[config.mk]
export PLATFORM = sky130hd
export DESIGN_NAME = encap_tunnel_lookup
export DESIGN_NICKNAME = d
export VERILOG_FILES = /design/src/rtl/encap_tunnel_lookup_pkg.sv /design/src/rtl/tunnel_hash_fold.sv /design/src/rtl/encap_tunnel_lookup.sv
export SDC_FILE = /design/constraint.sdc
export NUM_CORES = 1
export LEC_CHECK = 0
export BUFFER_PORTS_ARGS = -buffer_cell sky130_fd_sc_hd__buf_2
export CAP_MARGIN = 30
export CORE_AREA = 2 2 306 308
export CTS_BUF_LIST = sky130_fd_sc_hd__clkbuf_2
export DETAILED_ROUTE_END_ITERATION = 16
export DIE_AREA = 0 0 308 310
export HOLD_SLACK_MARGIN = 0.15
export MAX_ROUTING_LAYER = met4
export PLACE_DENSITY = 0.48
export SLEW_MARGIN = 10
export SYNTH_ARGS = -nofsm -noshare
export SYNTH_HDL_FRONTEND = slang
export SYNTH_SLANG_ARGS = --single-unit
[constraint.sdc]
create_clock -name clk -period 20.7 [get_ports clk]
set_input_delay 3.105 -clock clk [delete_from_list [all_inputs] [get_ports clk]]
set_output_delay 3.105 -clock clk [all_outputs]
set_load 0.02 [all_outputs]
[src/rtl/encap_tunnel_lookup_pkg.sv]
// Shared widths, bucket field offsets and lookup FSM state encodings for the tunnel lookup.
// Bucket layout is {valid, key, value_ptr}, MSB first.
package encap_tunnel_lookup_pkg;

    localparam int DEF_DEPTH_NBITS       = 10;
    localparam int DEF_KEY_NBITS         = 24;
    localparam int DEF_VALUE_DEPTH_NBITS = 10;
    localparam int DEF_VALUE_NBITS       = 288;
    localparam int DEF_CNT_NBITS         = 32;
    localparam int DEF_BUCKET_NBITS      = 1 + DEF_KEY_NBITS + DEF_VALUE_DEPTH_NBITS;

    localparam int BKT_PTR_LSB   = 0;
    localparam int BKT_KEY_LSB   = DEF_VALUE_DEPTH_NBITS;
    localparam int BKT_VALID_BIT = DEF_KEY_NBITS + DEF_VALUE_DEPTH_NBITS;

    typedef enum logic [1:0] {
        ST_IDLE      = 2'd0,
        ST_HASH_WAIT = 2'd1,
        ST_VAL_WAIT  = 2'd2,
        ST_RSP       = 2'd3
    } lkup_state_e;

endpackage

[src/rtl/tunnel_hash_fold.sv]
// Combinational XOR-fold of a key into OUT_NBITS chunks, last chunk zero-extended.
// Optionally bit-reverses the key before folding; zero latency, no flow control.
module tunnel_hash_fold #(
    parameter int IN_NBITS  = 24,
    parameter int OUT_NBITS = 10,
    parameter bit REVERSE   = 1'b0
) (
    input  logic [IN_NBITS-1:0]  din,
    output logic [OUT_NBITS-1:0] dout
);

    localparam int NCHUNK    = (IN_NBITS + OUT_NBITS - 1) / OUT_NBITS;
    localparam int PAD_NBITS = NCHUNK * OUT_NBITS;

    logic [IN_NBITS-1:0]  src;
    logic [PAD_NBITS-1:0] padded;

    always_comb begin
        src = din;
        if (REVERSE) begin
            for (int i = 0; i < IN_NBITS; i++) begin
                src[i] = din[IN_NBITS-1-i];
            end
        end
        padded = PAD_NBITS'(src);
        dout   = '0;
        for (int c = 0; c < NCHUNK; c++) begin
            dout = dout ^ padded[c*OUT_NBITS +: OUT_NBITS];
        end
    end

endmodule

[src/rtl/encap_tunnel_lookup.sv]
// Tunnel key lookup: dual-bucket hash read, key compare, value fetch on hit; one lookup in flight.
// Latency 1 + hash ack + 1 (miss), plus value ack + 1 on hit; result held until rsp_rdy.
module encap_tunnel_lookup
    import encap_tunnel_lookup_pkg::*;
#(
    parameter int DEPTH_NBITS       = DEF_DEPTH_NBITS,
    parameter int KEY_NBITS         = DEF_KEY_NBITS,
    parameter int VALUE_DEPTH_NBITS = DEF_VALUE_DEPTH_NBITS,
    parameter int BUCKET_NBITS      = 1 + KEY_NBITS + VALUE_DEPTH_NBITS,
    parameter int VALUE_NBITS       = DEF_VALUE_NBITS,
    parameter int CNT_NBITS         = DEF_CNT_NBITS
) (
    input  logic                         clk,
    input  logic                         rst,
    input  logic                         lkup_req,
    input  logic [KEY_NBITS-1:0]         lkup_key,
    output logic                         lkup_rdy,
    output logic                         tunnel_hash_table0_rd,
    output logic [DEPTH_NBITS-1:0]       tunnel_hash_table0_raddr,
    output logic                         tunnel_hash_table1_rd,
    output logic [DEPTH_NBITS-1:0]       tunnel_hash_table1_raddr,
    input  logic                         tunnel_hash_table0_ack,
    input  logic [BUCKET_NBITS-1:0]      tunnel_hash_table0_rdata,
    input  logic                         tunnel_hash_table1_ack,
    input  logic [BUCKET_NBITS-1:0]      tunnel_hash_table1_rdata,
    output logic                         tunnel_value_rd,
    output logic [VALUE_DEPTH_NBITS-1:0] tunnel_value_raddr,
    input  logic                         tunnel_value_ack,
    input  logic [VALUE_NBITS-1:0]       tunnel_value_rdata,
    output logic                         rsp_valid,
    input  logic                         rsp_rdy,
    output logic                         rsp_hit,
    output logic [VALUE_NBITS-1:0]       rsp_value,
    output logic [CNT_NBITS-1:0]         hit_cnt,
    output logic [CNT_NBITS-1:0]         miss_cnt
);

    localparam int PTR_LSB   = 0;
    localparam int KEY_LSB   = VALUE_DEPTH_NBITS;
    localparam int VALID_BIT = KEY_NBITS + VALUE_DEPTH_NBITS;
    localparam logic [CNT_NBITS-1:0] CNT_MAX = '1;
    localparam logic [CNT_NBITS-1:0] CNT_ONE = {{(CNT_NBITS-1){1'b0}}, 1'b1};

    lkup_state_e                  state_q, state_d;
    logic [KEY_NBITS-1:0]         key_q, key_d;
    logic                         hash_rd_q, hash_rd_d;
    logic [DEPTH_NBITS-1:0]       raddr0_q, raddr0_d, raddr1_q, raddr1_d;
    logic                         got0_q, got0_d, got1_q, got1_d;
    logic [BUCKET_NBITS-1:0]      bkt0_q, bkt0_d, bkt1_q, bkt1_d;
    logic                         val_rd_q, val_rd_d;
    logic [VALUE_DEPTH_NBITS-1:0] val_raddr_q, val_raddr_d;
    logic                         rsp_hit_q, rsp_hit_d;
    logic [VALUE_NBITS-1:0]       rsp_value_q, rsp_value_d;
    logic [CNT_NBITS-1:0]         hit_cnt_q, hit_cnt_d, miss_cnt_q, miss_cnt_d;
    logic [DEPTH_NBITS-1:0]       h0, h1;
    logic                         m0, m1;

    tunnel_hash_fold #(.IN_NBITS(KEY_NBITS), .OUT_NBITS(DEPTH_NBITS), .REVERSE(1'b0))
        u_fold_h0 (.din(lkup_key), .dout(h0));
    tunnel_hash_fold #(.IN_NBITS(KEY_NBITS), .OUT_NBITS(DEPTH_NBITS), .REVERSE(1'b1))
        u_fold_h1 (.din(lkup_key), .dout(h1));

    always_comb begin
        state_d     = state_q;
        key_d       = key_q;
        hash_rd_d   = 1'b0;
        raddr0_d    = raddr0_q;
        raddr1_d    = raddr1_q;
        got0_d      = got0_q;
        got1_d      = got1_q;
        bkt0_d      = bkt0_q;
        bkt1_d      = bkt1_q;
        val_rd_d    = 1'b0;
        val_raddr_d = val_raddr_q;
        rsp_hit_d   = rsp_hit_q;
        rsp_value_d = rsp_value_q;
        hit_cnt_d   = hit_cnt_q;
        miss_cnt_d  = miss_cnt_q;
        m0          = 1'b0;
        m1          = 1'b0;
        case (state_q)
            ST_IDLE: begin
                if (lkup_req) begin
                    key_d     = lkup_key;
                    raddr0_d  = h0;
                    raddr1_d  = h1;
                    hash_rd_d = 1'b1;
                    got0_d    = 1'b0;
                    got1_d    = 1'b0;
                    state_d   = ST_HASH_WAIT;
                end
            end
            ST_HASH_WAIT: begin
                // Only the first ack per table is captured; repeats leave the bucket untouched.
                if (tunnel_hash_table0_ack && !got0_q) begin
                    got0_d = 1'b1;
                    bkt0_d = tunnel_hash_table0_rdata;
                end
                if (tunnel_hash_table1_ack && !got1_q) begin
                    got1_d = 1'b1;
                    bkt1_d = tunnel_hash_table1_rdata;
                end
                m0 = bkt0_d[VALID_BIT] && (bkt0_d[KEY_LSB +: KEY_NBITS] == key_q);
                m1 = bkt1_d[VALID_BIT] && (bkt1_d[KEY_LSB +: KEY_NBITS] == key_q);
                if (got0_d && got1_d) begin
                    if (m0) begin
                        val_rd_d    = 1'b1;
                        val_raddr_d = bkt0_d[PTR_LSB +: VALUE_DEPTH_NBITS];
                        state_d     = ST_VAL_WAIT;
                    end else if (m1) begin
                        val_rd_d    = 1'b1;
                        val_raddr_d = bkt1_d[PTR_LSB +: VALUE_DEPTH_NBITS];
                        state_d     = ST_VAL_WAIT;
                    end else begin
                        rsp_hit_d   = 1'b0;
                        rsp_value_d = '0;
                        state_d     = ST_RSP;
                    end
                end
            end
            ST_VAL_WAIT: begin
                if (tunnel_value_ack) begin
                    rsp_value_d = tunnel_value_rdata;
                    rsp_hit_d   = 1'b1;
                    state_d     = ST_RSP;
                end
            end
            ST_RSP: begin
                if (rsp_rdy) begin
                    if (rsp_hit_q) begin
                        hit_cnt_d = (hit_cnt_q == CNT_MAX) ? hit_cnt_q : hit_cnt_q + CNT_ONE;
                    end else begin
                        miss_cnt_d = (miss_cnt_q == CNT_MAX) ? miss_cnt_q : miss_cnt_q + CNT_ONE;
                    end
                    state_d = ST_IDLE;
                end
            end
            default: state_d = ST_IDLE;
        endcase
    end

    always_ff @(posedge clk or posedge rst) begin
        if (rst) begin
            state_q     <= ST_IDLE;
            key_q       <= '0;
            hash_rd_q   <= 1'b0;
            raddr0_q    <= '0;
            raddr1_q    <= '0;
            got0_q      <= 1'b0;
            got1_q      <= 1'b0;
            bkt0_q      <= '0;
            bkt1_q      <= '0;
            val_rd_q    <= 1'b0;
            val_raddr_q <= '0;
            rsp_hit_q   <= 1'b0;
            rsp_value_q <= '0;
            hit_cnt_q   <= '0;
            miss_cnt_q  <= '0;
        end else begin
            state_q     <= state_d;
            key_q       <= key_d;
            hash_rd_q   <= hash_rd_d;
            raddr0_q    <= raddr0_d;
            raddr1_q    <= raddr1_d;
            got0_q      <= got0_d;
            got1_q      <= got1_d;
            bkt0_q      <= bkt0_d;
            bkt1_q      <= bkt1_d;
            val_rd_q    <= val_rd_d;
            val_raddr_q <= val_raddr_d;
            rsp_hit_q   <= rsp_hit_d;
            rsp_value_q <= rsp_value_d;
            hit_cnt_q   <= hit_cnt_d;
            miss_cnt_q  <= miss_cnt_d;
        end
    end

    assign lkup_rdy                 = (state_q == ST_IDLE);
    assign rsp_valid                = (state_q == ST_RSP);
    assign tunnel_hash_table0_rd    = hash_rd_q;
    assign tunnel_hash_table1_rd    = hash_rd_q;
    assign tunnel_hash_table0_raddr = raddr0_q;
    assign tunnel_hash_table1_raddr = raddr1_q;
    assign tunnel_value_rd          = val_rd_q;
    assign tunnel_value_raddr       = val_raddr_q;
    assign rsp_hit                  = rsp_hit_q;
    assign rsp_value                = rsp_value_q;
    assign hit_cnt                  = hit_cnt_q;
    assign miss_cnt                 = miss_cnt_q;

endmodule

; ---- Word level (Yosys, flattened, before mapping)
; Index checks and enable logic that the tools add are counted.
[totals]
wordCells = 91
output_inout_bits = 388
in_bits = 389
reg_bits = 483
[op_classes]
n_reduce_logical = 18
eq_ne = 13
addsub = 2
bitwise_logic = 7
n_mux = 36
[op_table]
columns = operator, n
row1 = $mux 288, 4
row2 = $pmux 288 s2, 1
row3 = $mux 35, 4
row4 = $add 32x1->32 const B, 2
row5 = $eq 32x32->1 const B, 2
row6 = $eq 24x24->1, 2
row7 = $mux 10, 2
row8 = $xor 10x10->10, 2
row9 = $xor 10x4->10, 2
row10 = $mux 1, 17
row11 = $reduce_and 4->1, 3
row12 = $ne 2x2->1 const B, 5
row13 = $mux 2, 4
row14 = $pmux 2 s4, 1
row15 = $pmux 1 s2, 3
row16 = $reduce_bool 2->1, 3
row17 = $logic_and 1x1->1, 5
row18 = $reduce_and 5->1, 1
row19 = $eq 2x2->1 const B, 2
row20 = $reduce_and 2->1, 2
row21 = $not 1->1, 3
row22 = $reduce_and 3->1, 1
row23 = $eq 2x1->1 const B, 1
row24 = $logic_not 1->1, 2
row25 = 2 further kinds, 2

; ---- Logic depth before layout (Yosys ltp)
[logic_depth]
depth_word = 10
mapped_depth = 13

; ---- Modules after synthesis
; A second synthesis with hierarchy kept.
[unflattened]
hier_cells = 1940
area_unflattened_um2 = 22247.6
[by_module_without_submodules]
columns = mod, seq_area_each_um2, instances, cells_per_inst, area_per_inst_um2
row1 = encap_tunnel_lookup, 12086.6, 1, 1920, 21952.3
row2 = tunnel_hash_fold, 0.0, 2, 10, 147.6

; ---- Least setup slack after synthesis
; Ideal clock, no wire load.
[synth_path]
path_type = in2reg
startpoint = in tunnel_hash_table0_ack
endpoint = reg rsp_value_q[0], in the netlist rsp_value[0]
cell_stages = 12
t_arrival_ns = 5.691
setup_ns = 0.126
setup_slack_ns = 14.883
required_ns = 20.574
cell_sequence = buf_6 > nor2b_1 > buf_6 > mux2i_1 > o22ai_1 > or4_1 > or4b_4 > o32ai_4 > nor2_1 > buf_6 > buf_6 > a221o_1
[synth_via]
elab_chain_len = 7
word_cells_on_any_way = 11
cone_classes = eq/ne (3) / mux (4) / reduce/logical (4)
[synth_lines]
columns = element, line_no
row1 = from (decl), encap_tunnel_lookup.sv:22  ; input logic tunnel_hash_table0_ack,
row2 = $logic_and 1x1->1 *, encap_tunnel_lookup.sv:95  ; if (tunnel_hash_table0_ack && !got0_q) begin
row3 = $mux 35, encap_tunnel_lookup.sv:95
row4 = $mux 35, encap_tunnel_lookup.sv:81  ; case (state_q)
row5 = $eq 24x24->1, encap_tunnel_lookup.sv:103  ; m0 = bkt0_d[VALID_BIT] && (bkt0_d[KEY_LSB +: KEY_NBITS] == key_q);
row6 = $logic_and 1x1->1, encap_tunnel_lookup.sv:103
row7 = $ne 2x2->1 (no line), n/a
row8 = $reduce_and 5->1 (no line) *, n/a
row9 = to (signal assigned), encap_tunnel_lookup.sv:172  ; rsp_value_q <= rsp_value_d;
row10 = to (decl), encap_tunnel_lookup.sv:53  ; logic [VALUE_NBITS-1:0] rsp_value_q, rsp_value_d;
; Every way passes the cells marked *; elsewhere a longest branch is shown, timed or not. The select of a mux whose other input is x is not followed.
; A chain may end at the register's enable or synchronous reset.

; ---- Final worst setup path
[layout_path]
startpoint = in tunnel_hash_table0_ack
endpoint = reg rsp_value_q[104], in the netlist rsp_value[104]
; The elaborated chain is that of the path after synthesis.

==> flow_summary.rst <==
.. list-table::
   :header-rows: 1

   * - Metric
     - Value
   * - Initial Utilization
     - 0.238
   * - Post-synthesis cell area
     - 22000 um2
   * - Static leakage
     - 14.2 nW
   * - Share of Yosys cell area claimed by the top area cell type
     - 0.542
   * - Max Cap Violations
     - 0
   * - Root buffer cell
     - sky130_fd_sc_hd__clkbuf_2
   * - Required time of the critical path
     - 21950 ps
   * - Relative slew slack
     - 0.291
   * - Number of setup buffers added after CTS
     - 0
   * - Flops & latches, synth
     - 477
   * - Number of instances in the synthesized netlist
     - 1937
   * - Clock tree from TritonCTS
     - built
   * - GR Util All Layers
     - 0.194
   * - Final ANT Viol Nets
     - 0
   * - Footprint of the flip-flops and latches
     - 11900 um2
   * - Placed Instances
     - 3770
   * - Grt total ovfl
     - 0
   * - Source of the critical timing path
     - tunnel_hash_table0_ack
   * - Data arrival time of the worst path
     - 7170 ps
   * - First-pass GRT wire length
     - 133 mm
   * - Floorplan die height
     - 310 um
   * - Routed met1 length
     - 37.0 mm
   * - Crit path max fanout
     - 49
   * - Met2 WL post-DR
     - 45.6 mm
   * - Max incr delay on CP
     - 760 ps
   * - Post-synth EDFFs
     - 0
   * - Post-cts repair resize count
     - 0
   * - Warning count from the yosys run
     - 0
   * - Die Footprint
     - 95500 um2
   * - I/O Pins
     - 777
   * - Core Area
     - 92500 um2
   * - Total power of the final layout
     - 0.00415 W
   * - Crit share post-route
     - 0.286
   * - TritonCTS Sinks
     - 477
   * - Count of cells along the worst register-to-register path
     - 10
   * - Synth Flop Type
     - sky130_fd_sc_hd__dfrtp_1
   * - Slew Viols, Final
     - 0
   * - Combined area of the multi-input logic cells
     - 9150 um2
   * - Synthesis-to-layout area growth
     - 29.3%
   * - Cells taking the most area after synthesis
     - sky130_fd_sc_hd__dfrtp_1 54%, sky130_fd_sc_hd__a32o_1 9.3%, sky130_fd_sc_hd__a221o_1 3.9%, sky130_fd_sc_hd__mux2_2 3.5%, sky130_fd_sc_hd__o21ai_0 2.8%
   * - Yosys top cell by area
     - sky130_fd_sc_hd__dfrtp_1
   * - Clock network latency to the later pin of the worst-skew pair
     - 1410 ps
   * - Type of destination of the critical path
     - flop
   * - Number of standard cells in the layout, taps in and fillers out
     - 4067
   * - Largest net degree at the start of global routing
     - 205
   * - Place WS
     - 13150 ps
   * - Number of DRC violations after detailed-routing iteration 0
     - 1540
   * - Upper clock frequency limit
     - 169 MHz
   * - Startpoint class of the critical path
     - input pin
   * - Endpoint of the worst setup timing path
     - rsp_value[104]
   * - Layout cell share with drive strength beyond 1
     - 0.398
   * - Number of H-tree levels
     - 4
   * - Most common library cells after synthesis
     - 477 x sky130_fd_sc_hd__dfrtp_1, 204 x sky130_fd_sc_hd__a32o_1, 164 x sky130_fd_sc_hd__nand2_1
   * - Worst Hold Class
     - reg2reg
   * - Max layer used
     - met4
   * - Total wire length
     - 94.2 mm
   * - Status
     - finished clean
   * - Setup Crit Path Kind
     - in2reg
   * - Shortest period the worst path allows
     - 5920 ps
   * - R2r startpoint
     - got0_q
   * - Met3 wirelength from detailed routing
     - 8.33 mm
   * - Remaining DRCs
     - 0
   * - Hold Buf Count CTS
     - 0
   * - Transition time of the tightest slew-check pin
     - 1060 ps
   * - Routed via count divided by cell count
     - 4.90
   * - Number of global-route vias before repair
     - 19300
   * - Longest Clk Path Bufs
     - 3
   * - X dimension of the die
     - 308 um
   * - Sequential fraction of the synthesis area
     - 0.542
   * - Final Hold Viols
     - 0
   * - GPL Wtd Cong
     - 0.863
   * - Final setup violation count
     - 0
   * - Antenna violations before repair
     - 73
   * - Number of library cell types mapped by synthesis
     - 66
   * - Setup repair after global routing missed its margin
     - no
   * - Number of nets in the layout
     - 3118
   * - Largest voltage drop on the vdd net
     - 0.0849 mV
   * - Total clock buffers created by CTS
     - 145
   * - Number of core rows
     - 112
   * - Clock transition at path regs
     - 90 ps
   * - Dominant cell by count in the synthesized netlist
     - sky130_fd_sc_hd__dfrtp_1
   * - Mean instance size in the synthesized netlist
     - 11.4 um2
   * - Total of buffers placed on input and output ports
     - 776
   * - Routed len/inst
     - 23.2 um
   * - Layout Skew
     - 146 ps
   * - Final core utilization
     - 0.308
   * - Power density normalized to cell area
     - 146 nW/um2
   * - Capture point of the worst reg-to-reg path
     - rsp_value[104]
   * - Synthesized netlist net count
     - 2332
   * - Post-route worst setup slack
     - 14780 ps
   * - Filler instances
     - 9861
   * - DR vias
     - 19900
   * - Number of iterations in the first detailed-routing pass
     - 5
   * - Setup Total Neg Slack
     - 0 ps
   * - Slowest cell on the critical path
     - sky130_fd_sc_hd__nor2b_1
   * - R2R setup slack
     - 16280 ps
   * - Worst path cell trace
     - buf_2, nor2b_1, mux2_2, o221ai_1, nor4_1, and4_1, a22oi_1, nand2_4, buf_4, buf_12, a32o_1
   * - Detailed placement HPWL
     - 67.7 mm
   * - Async set-reset flop share out of synthesis
     - 1.00
==> cell type report <==
type,instances,area share
Clock buffer,208,0.0366
Inverter,54,0.00738
Timing Repair Buffer,808,0.152
Tap cell,1197,0.0526
Clock inverter,36,0.00668
Multi-Input combinational cell,1237,0.321
Sequential cell,477,0.419
Antenna cell,50,0.00440
==> logic make-up after synthesis <==
family,after synthesis,share of synthesized area
DFF,477,0.542
AOI/OAI and AO/OA,585,0.210
muxes,120,0.0591
xor gates and xnor gates,110,0.0438
and+or+nand+nor,416,0.0967
adders and majority gates,6,0.00341
buffers and inverters,223,0.0451
==> registers in the layout, summed over array words and instances (netlist names) <==
signal,count
key_q,24
tunnel_value_raddr,10
miss_cnt,32
tunnel_value_rd,1
tunnel_hash_table0_raddr,9
got0_q,1
bkt1_q,35
got1_q,1
tunnel_hash_table0_rd,1
state_q,2
tunnel_hash_table1_raddr,5
rsp_hit,1
hit_cnt,32
bkt0_q,35
rsp_value,288
==> power breakdown <==
group / total, W / internal [W] / switching, W
logic: 0.00190 / 0.000747 / 0.00115
clock network: 0.000728 / 0.000273 / 0.000454
registers: 0.00152 / 0.00126 / 0.000263
total: 0.00415 / 0.00228 / 0.00187
==> per-stage QoR <==
| stage | hold WS, ps | cell area, um2 |
|---|---|---|
| after floorplan | 469 | 22000 |
| after global placement | 458 | 26800 |
| after detailed placement | 460 | 27000 |
| after CTS | 487 | 28300 |
| after global routing | 501 | 28400 |
| final | 482 | 28500 |
==> metal layers <==
layer / vias to the layer above / global-route usage
met1: 9813 / 0.225
met3: 215 / 0.0706
met5: - / -
met4: 0 / 0.0832
li1: 9059 / -
met2: 839 / 0.303
==> placed cells by master (no fill, tap or decap), drive strengths merged, types with 27 or more instances in the layout <==
cell type  count
xnor2         71
nor2          41
mux2          79
diode         50
inv           60
o21ai        125
clkinv        27
a221o         86
xor2          39
nand3         27
a21oi         96
clkbuf       208
a32o         204
nand2        164
buf          807
and3          94
dfrtp        477
mux2i         41
==> worst max-delay path: cells and delay by family <==
family	cells	cell delay (ps)
simple gates	4	1540
buf+inv	3	940
compound gates	3	1100
mux	1	420
==> worst min-delay path by stage <==
stage / from / cells after the start / end
final: tunnel_hash_table1_raddr[1] / 1 / tunnel_hash_table1_raddr[1]
after global routing: tunnel_value_raddr[3] / 1 / tunnel_value_raddr[3]
after detailed placement: tunnel_hash_table1_raddr[3] / 1 / tunnel_hash_table1_raddr[3]
after floorplan: bkt1_q[24] / 2 / bkt1_q[24]
after CTS: tunnel_hash_table1_raddr[1] / 1 / tunnel_hash_table1_raddr[1]
after global placement: tunnel_hash_table1_raddr[1] / 1 / tunnel_hash_table1_raddr[1]
(Power assumes the default switching activity.)
